--- config.mk ---
export PLATFORM = sky130hd
export DESIGN_NAME = wdt_ctrl
export DESIGN_NICKNAME = d
export VERILOG_FILES = /design/src/rtl/wdt_ctrl.sv
export SDC_FILE = /design/constraint.sdc
export NUM_CORES = 1
export LEC_CHECK = 0
export ABC_AREA = 0
export BUFFER_PORTS_ARGS = -buffer_cell sky130_fd_sc_hd__buf_2
export CAP_MARGIN = 20
export CORE_MARGIN = 3
export CORE_UTILIZATION = 45
export CTS_CLUSTER_DIAMETER = 120
export DETAILED_ROUTE_END_ITERATION = 6
export PLACE_DENSITY = 0.73
export SLEW_MARGIN = 20
export SYNTH_ARGS = -nofsm -noshare
export SYNTH_HDL_FRONTEND = slang
export SYNTH_SLANG_ARGS = --single-unit
--- constraint.sdc ---
create_clock -name clk -period 3.1 [get_ports clk]
set_clock_uncertainty 0.15 [all_clocks]
set_input_delay 0.62 -clock clk [delete_from_list [all_inputs] [get_ports clk]]
set_output_delay 0.62 -clock clk [all_outputs]
set_load 0.02 [all_outputs]
--- src/rtl/wdt_ctrl.sv ---
// Bus-facing register controller for an external watchdog: EN/KICK/CNT/STATUS registers, a HOLD
// window per write, sticky timeout interrupt. Optional LOCK register is built with `define WDT_LOCK_EN.
module wdt_ctrl #(
    parameter int HOLD_CYCLES = 8
) (
    input  logic        clk,
    input  logic        rst,
    input  logic        req_valid,
    output logic        req_ready,
    input  logic        req_write,
    input  logic [4:0]  req_addr,
    input  logic [31:0] req_wdata,
    output logic        rsp_valid,
    input  logic        rsp_ready,
    output logic [31:0] rsp_rdata,
    output logic        rsp_err,
    output logic        WDEN,
    output logic        WDLIVE,
    output logic [31:0] WTOCNT,
    input  logic        wto_in,
    output logic        irq
);

`ifdef WDT_LOCK_EN
    localparam bit LOCK_EN = 1'b1;
`else
    localparam bit LOCK_EN = 1'b0;
`endif
    localparam logic [31:0] LOCK_KEY = 32'h1ACC_E551;
    localparam int CW = $clog2(HOLD_CYCLES + 1);

    typedef enum logic [1:0] {S_IDLE, S_HOLD, S_RESP} state_t;

    state_t        state_q, state_d;
    logic [CW-1:0] hold_cnt_q, hold_cnt_d;
    logic          wden_q, wden_d;
    logic          wdlive_q, wdlive_d;
    logic          sticky_q, sticky_d;
    logic          locked_q, locked_d;
    logic [31:0]   wtocnt_q, wtocnt_d;
    logic [31:0]   rdata_q, rdata_d;
    logic          err_q, err_d;
    logic [2:0]    sync_q;

    logic          hit_en, hit_kick, hit_cnt, hit_status, hit_lock, mapped, bad;
    logic [31:0]   rd_mux;
    logic          wto_rise;

    // Stages 0/1 form the synchronizer; stage 2 remembers the last synchronized level for edge detect.
    always_ff @(posedge clk or posedge rst) begin
        if (rst) begin
            sync_q <= '0;
        end else begin
            sync_q <= {sync_q[1:0], wto_in};
        end
    end

    assign wto_rise = sync_q[1] & ~sync_q[2];

    always_comb begin
        hit_en     = (req_addr == 5'h00);
        hit_kick   = (req_addr == 5'h04);
        hit_cnt    = (req_addr == 5'h08);
        hit_status = (req_addr == 5'h0C);
        hit_lock   = LOCK_EN && (req_addr == 5'h10);
        mapped     = hit_en | hit_kick | hit_cnt | hit_status | hit_lock;
        bad        = !mapped
                     || (req_write && hit_cnt && (wden_q || locked_q))
                     || (req_write && hit_en && locked_q && !req_wdata[0])
                     || (req_write && hit_lock && (req_wdata != LOCK_KEY));
        rd_mux     = '0;
        if (hit_en)     rd_mux = {31'b0, wden_q};
        if (hit_cnt)    rd_mux = wtocnt_q;
        if (hit_status) rd_mux = {29'b0, locked_q, sticky_q, wden_q};
        if (hit_lock)   rd_mux = {31'b0, locked_q};
    end

    always_comb begin
        state_d    = state_q;
        hold_cnt_d = hold_cnt_q;
        wden_d     = wden_q;
        wdlive_d   = wdlive_q;
        sticky_d   = sticky_q;
        locked_d   = locked_q;
        wtocnt_d   = wtocnt_q;
        rdata_d    = rdata_q;
        err_d      = err_q;
        case (state_q)
            S_IDLE: begin
                if (req_valid) begin
                    err_d   = bad;
                    rdata_d = (bad || req_write) ? 32'h0 : rd_mux;
                    if (bad || !req_write) begin
                        state_d = S_RESP;
                    end else begin
                        state_d    = S_HOLD;
                        hold_cnt_d = CW'(HOLD_CYCLES - 1);
                        if (hit_en)                       wden_d   = req_wdata[0];
                        if (hit_kick && req_wdata[0])     wdlive_d = 1'b1;
                        if (hit_cnt)                      wtocnt_d = req_wdata;
                        if (hit_status && req_wdata[1])   sticky_d = 1'b0;
                        if (hit_lock)                     locked_d = 1'b1;
                    end
                end
            end
            S_HOLD: begin
                if (hold_cnt_q == '0) begin
                    state_d  = S_RESP;
                    wdlive_d = 1'b0;
                end else begin
                    hold_cnt_d = hold_cnt_q - CW'(1);
                end
            end
            S_RESP: begin
                if (rsp_ready) state_d = S_IDLE;
            end
            default: state_d = S_IDLE;
        endcase
        // A new timeout edge overrides a W1C clear landing in the same cycle.
        if (wto_rise) sticky_d = 1'b1;
    end

    always_ff @(posedge clk or posedge rst) begin
        if (rst) begin
            state_q    <= S_IDLE;
            hold_cnt_q <= '0;
            wden_q     <= 1'b0;
            wdlive_q   <= 1'b0;
            sticky_q   <= 1'b0;
            locked_q   <= 1'b0;
            wtocnt_q   <= '0;
            rdata_q    <= '0;
            err_q      <= 1'b0;
        end else begin
            state_q    <= state_d;
            hold_cnt_q <= hold_cnt_d;
            wden_q     <= wden_d;
            wdlive_q   <= wdlive_d;
            sticky_q   <= sticky_d;
            locked_q   <= locked_d;
            wtocnt_q   <= wtocnt_d;
            rdata_q    <= rdata_d;
            err_q      <= err_d;
        end
    end

    assign req_ready = (state_q == S_IDLE);
    assign rsp_valid = (state_q == S_RESP);
    assign rsp_rdata = rdata_q;
    assign rsp_err   = err_q;
    assign WDEN      = wden_q;
    assign WDLIVE    = wdlive_q;
    assign WTOCNT    = wtocnt_q;
    assign irq       = sticky_q;

endmodule
# After elaboration in Yosys (flattened, before gate mapping)
# Cells that the tools add are included.
# W data, S select, Z words.
[word_totals]
input_bits = 43
reg_bits = 77
output_inout_bits = 70
wordCells = 74
[classes]
n_eq_ne = 12
muxes = 23
n_reduce_logical = 23
n_bitwise = 6
add_sub_neg = 1
[op_table]
columns = ["cell", "count"]
rows = [
  ["$mux W32", 3],
  ["$reduce_and A4 Y1", 4],
  ["$mux W4", 3],
  ["$eq A5 B4 Y1 const B", 2],
  ["$mux W1", 10],
  ["$ne A2 B2 Y1 const B", 5],
  ["$mux W2", 4],
  ["$pmux W4 S2", 1],
  ["$reduce_bool A2 Y1", 4],
  ["$pmux W2 S3", 1],
  ["$eq A5 B3 Y1 const B", 1],
  ["$logic_not A5 Y1", 1],
  ["$reduce_and A5 Y1", 1],
  ["$logic_and A1 B1 Y1", 4],
  ["$logic_not A4 Y1", 1],
  ["$ne A2 B1 Y1 const B", 2],
  ["$sub A4 B1 Y4 const B", 1],
  ["$logic_or A1 B1 Y1", 3],
  ["$or A1 B1 Y1", 3],
  ["$reduce_and A3 Y1", 1],
  ["$eq A2 B1 Y1 const B", 1],
  ["$eq A2 B2 Y1 const B", 1],
  ["$logic_not A1 Y1", 2],
  ["$logic_not A2 Y1", 1],
  ["4 further kinds", 5],
]

# Logic depth before layout (Yosys ltp)
[depth]
word_depth = 11
mapped_depth = 6
ltp_nobuf = 5

# Least setup slack after synthesis
# OpenSTA, ideal clock, no wires.
[synth_path]
path_type = "input -> register"
start = "input req_addr[1]"
end = "register wtocnt_q[0], in the netlist WTOCNT[0]"
n_path_buf = 1
stages = 4
setup_ps = 125
required_time_ps = 2825
path_slack_ps = 1109
arrival_ps = 1716
cell_sequence = "nor4b_4 nand4b_4 buf_6 mux2_4"
[synth_between]
elab_chain_len = 9
word_cells_on_any_way = 14
cone_classes = "eq/ne: 3; bitwise: 4; reduce/logical: 7"
[synth_rtl]
columns = ["item", "line_no", "rtl"]
rows = [
  ["start, declared", "11", "input logic [4:0] req_addr,"],
  ["$eq A5 B3 Y1 or $logic_not A5 Y1 (tied branches)", "62, 61", ""],
  ["$or A1 B1 Y1 (3 in a row)", "66", "mapped = hit_en | hit_kick | hit_cnt | hit_status | hit_lock;"],
  ["$logic_not A1 Y1", "67", "bad = !mapped"],
  ["$logic_or A1 B1 Y1", "68", "|| (req_write && hit_cnt && (wden_q || locked_q))"],
  ["$logic_or A1 B1 Y1", "93", "if (bad || !req_write) begin"],
  ["$not A1 Y1 (no source line)", "-", ""],
  ["$reduce_and A4 Y1 (no source line) *", "-", ""],
  ["end signal, assigned", "141", "wtocnt_q <= wtocnt_d;"],
  ["end, declared", "40", "logic [31:0] wtocnt_q, wtocnt_d;"],
]
# Every way passes the cells marked *; elsewhere a longest branch is shown, timed or not.
# A chain may end at the register's enable or synchronous reset.

# Final worst setup path
[layout_path]
start = "register state_q[0]"
end = "register wtocnt_q[30], in the netlist WTOCNT[30]"
[layout_between]
elab_chain_len = 2
[layout_rtl]
columns = ["item", "line_no", "rtl"]
rows = [
  ["start, declared", "34", "state_t state_q, state_d;"],
  ["start signal, assigned", "135", "state_q <= state_d;"],
  ["$logic_not A2 Y1", "88", "case (state_q)"],
  ["$reduce_and A4 Y1 (no source line)", "-", ""],
]
# No other way between the ends.

==> flow_summary.toml <==
[sta]
setup_viol = 0
fin_crit_sh_pct = 71.3
finalMaxSlewViolations = 0
tightest_slew_ns = 0.578
fmax_mhz = 452
period_needed_ns = 2.21
hold_viol = 0
rsz0062_at_grt = "no"
setup_ws_ns = 0.890
tns_ns = 0
max-slew-margin-rel_pct = 61.4

[finish]
layout_commonest_cell = "buf_2"
finalCoreUtilization_pct = 59.4
nets = 378
diodes = 0
drive_above_1_share_pct = 51.2
mostFrequentLayoutCells = "buf_2, dfrtp_1, a22o_1"
synthToLayoutAreaGrowth_pct = 26.2
stdcell_area_um2 = 4100

[route]
viasPerCell = 5.23
dr.pass1.iters = 4
first_iter_violations = 65
ant_nets = 0
drc = 0
wl_per_cell_um = 16.9
vias = 2269
wl_um = 7340

[setup_path]
reg2reg_slack_ns = 0.89
critical_path.cell_chain = "nor3b_2 -> nand4b_4 -> buf_12 -> mux2_4"
crit_required_ns = 3.17
arrival_ns = 2.28
worst-setup-path-type = "register to register"
cp-end-kind = "register"
critPathMaxStageDelay_ns = 0.51
crit_slowest_cell = "dfrtp_1"
path_delay_family = "simple AND/OR/NAND/NOR gates"
r2r_cells = 4
cp-start-kind = "register"
rr_endpoint = "WTOCNT[30]"
r2r-start = "state_q[0]"
critPathBufInv = 1
crit_fanout = 21

[placement]
gp_congestion = 0.785
dp_hpwl_um = 5330
post-place-ws_ns = 0.573
placed_cell_area_um2 = 3880
io_buffer_count = 112

[floorplanning]
num_rows = 30
pin_count = 113
die_area_um2 = 8280
start_util_pct = 47.0
core_um2 = 6910
die_w_um = 91.0
die-height_um = 91.0

[logic_synthesis]
synth_simple_gate_area_share_pct = 8.16
yosys_warnings = 0
synthAdderAreaFrac_pct = 0.770
syn_area_um2 = 3250
muxShareOfSynthArea_pct = 15.8
synth-seq-cells = 77
synth-xor-area-share_pct = 0.270
syn-num-nets = 262
synth_cell_type_count = 37
yosysSeqAreaShare_pct = 59.3
synth_compound_area_share_pct = 11.7
syn-mean-instance-area_um2 = 15.0
synth_edf_count = 0
ys_async_sr_fraction_pct = 100
synth_top_family_by_area = "multiplexers"
synth_top_flop_cell = "dfrtp_1"
synthCells = 217

[pwr]
switching_power_uw = 713
power_frac_seq_pct = 47.8
cellLeakagePower_nw = 2.32
ir_drop_uv = 294
clkPwrFrac_pct = 33.2
switching_share_pct = 28.9
power_frac_comb_pct = 19.1
total_power_mw = 2.47
power_per_cell_area_nw_per_um2 = 602
internal-power_mw = 1.76

[global_route]
grt_pass1_vias = 2370
use_met2_pct = 28.0
antenna_found_initial = 0
grt-busiest-layer = "met2"
met1_usage_pct = 23.8
grtUsageTotal_pct = 18.3
grt_first_pass_wirelength_um = 12000
grt_max_degree = 39
met3_usage_pct = 6.46
globalRouteOverflowTotal = 0

[clock_network]
clockBufferDepth = 2
ctsResizeCount = 0
clkSlewWorstSetupHoldPaths_ns = 0.08
cts-root-buf = "clkbuf_8"
numCtsBuffers = 9
holdBufCountCts = 0
postCtsSetupBuffers = 0
clock_latency_ns = 0.34
cts_max_level = 3
cts_sinks = 77
cts_tree = "done"

[run_status]
status = "completed"

[job]
drv_cap = 0

[min_path]
hp-class = "input port to async pin"
==> worst register-to-register path, cell delays in order, from the launching register on <==
cell and delay, ns:
dfrtp_1 0.51, nor3b_2 0.42, nand4b_4 0.39, buf_12 0.31, mux2_4 0.31
==> cells by family after synthesis <==
kind of cell,count (synthesis)
flip-flops,77
XOR/XNOR,1
adder cells (fa/ha/maj),2
buffers and inverters,20
AO/OA/AOI/OAI,47
multiplexers,36
AND/OR/NAND/NOR,34
==> worst max path at each step <==
| stage | start | endpoint | cells after the start |
|---|---|---|---|
| CTS | state_q[0] | WTOCNT[30] | 4 |
| finish | state_q[0] | WTOCNT[30] | 4 |
| floorplan | rst | WDEN | 1 |
| detailed placement | req_addr[1] | WTOCNT[22] | 5 |
| global route | state_q[0] | WTOCNT[30] | 4 |
| global placement | req_addr[1] | WTOCNT[30] | 5 |
==> flip-flops by register name, indices dropped and copies added, names as in the netlist <==
signal and flops:
WDEN 1, WDLIVE 1, WTOCNT 32, hold_cnt_q 4, irq 1, rsp_err 1, rsp_rdata 32, state_q 2
sync_q 3
==> power by group through the flow <==
stage / clock network (mW) / registers, mW / logic (mW)
global route: 0.891 / 1.19 / 0.510
finish: 0.819 / 1.18 / 0.471
floorplan: 0 / 1.25 / 0.259
global placement: 0 / 1.19 / 0.464
detailed placement: 0 / 1.20 / 0.476
CTS: 0.833 / 1.18 / 0.478
==> layer usage <==
layer	vias to the layer above	part of all wire, %	wire, µm
li1	1034	-	-
met1	1141	45	3270
met2	82	46	3380
met3	12	7.2	529
met4	0	2.1	153
met5	-	0	0
==> layout make-up <==
cell class	instances	area [µm²]
clock buffers	11	131
inverters	7	26.3
multi-input cells	120	1190
flip-flops and latches	77	1930
fillers	585	2810
well taps	96	120
repair buffers	118	618
clock inverters	5	83.8
==> stage by stage <==
stage	cells	hold WS, ns
finish	434	0.0122
global route	434	0.00164
CTS	434	0.0109
detailed placement	418	0.189
global placement	418	0.184
floorplan	217	0.181
==> Yosys cell counts (all sizes together), types with 2 or more instances <==
library cell | n | share of area, %
a21oi | 2 | 0.31
o21ai | 4 | 0.62
nand2 | 3 | 0.35
inv | 7 | 0.81
a221oi | 2 | 0.54
nand3 | 5 | 0.77
a31oi | 2 | 0.38
nor2b | 3 | 0.58
nand3b | 3 | 0.69
dfrtp | 77 | 59
a22o | 31 | 8.4
mux2 | 33 | 15
nand2b | 3 | 0.58
nor3b | 2 | 0.62
buf | 13 | 3.2
mux2i | 3 | 0.92
nor2 | 4 | 0.46
or3 | 2 | 0.38
ha | 2 | 0.77
or4 | 3 | 0.81
or3b | 2 | 0.62
Power figures use the tool's default switching activity.
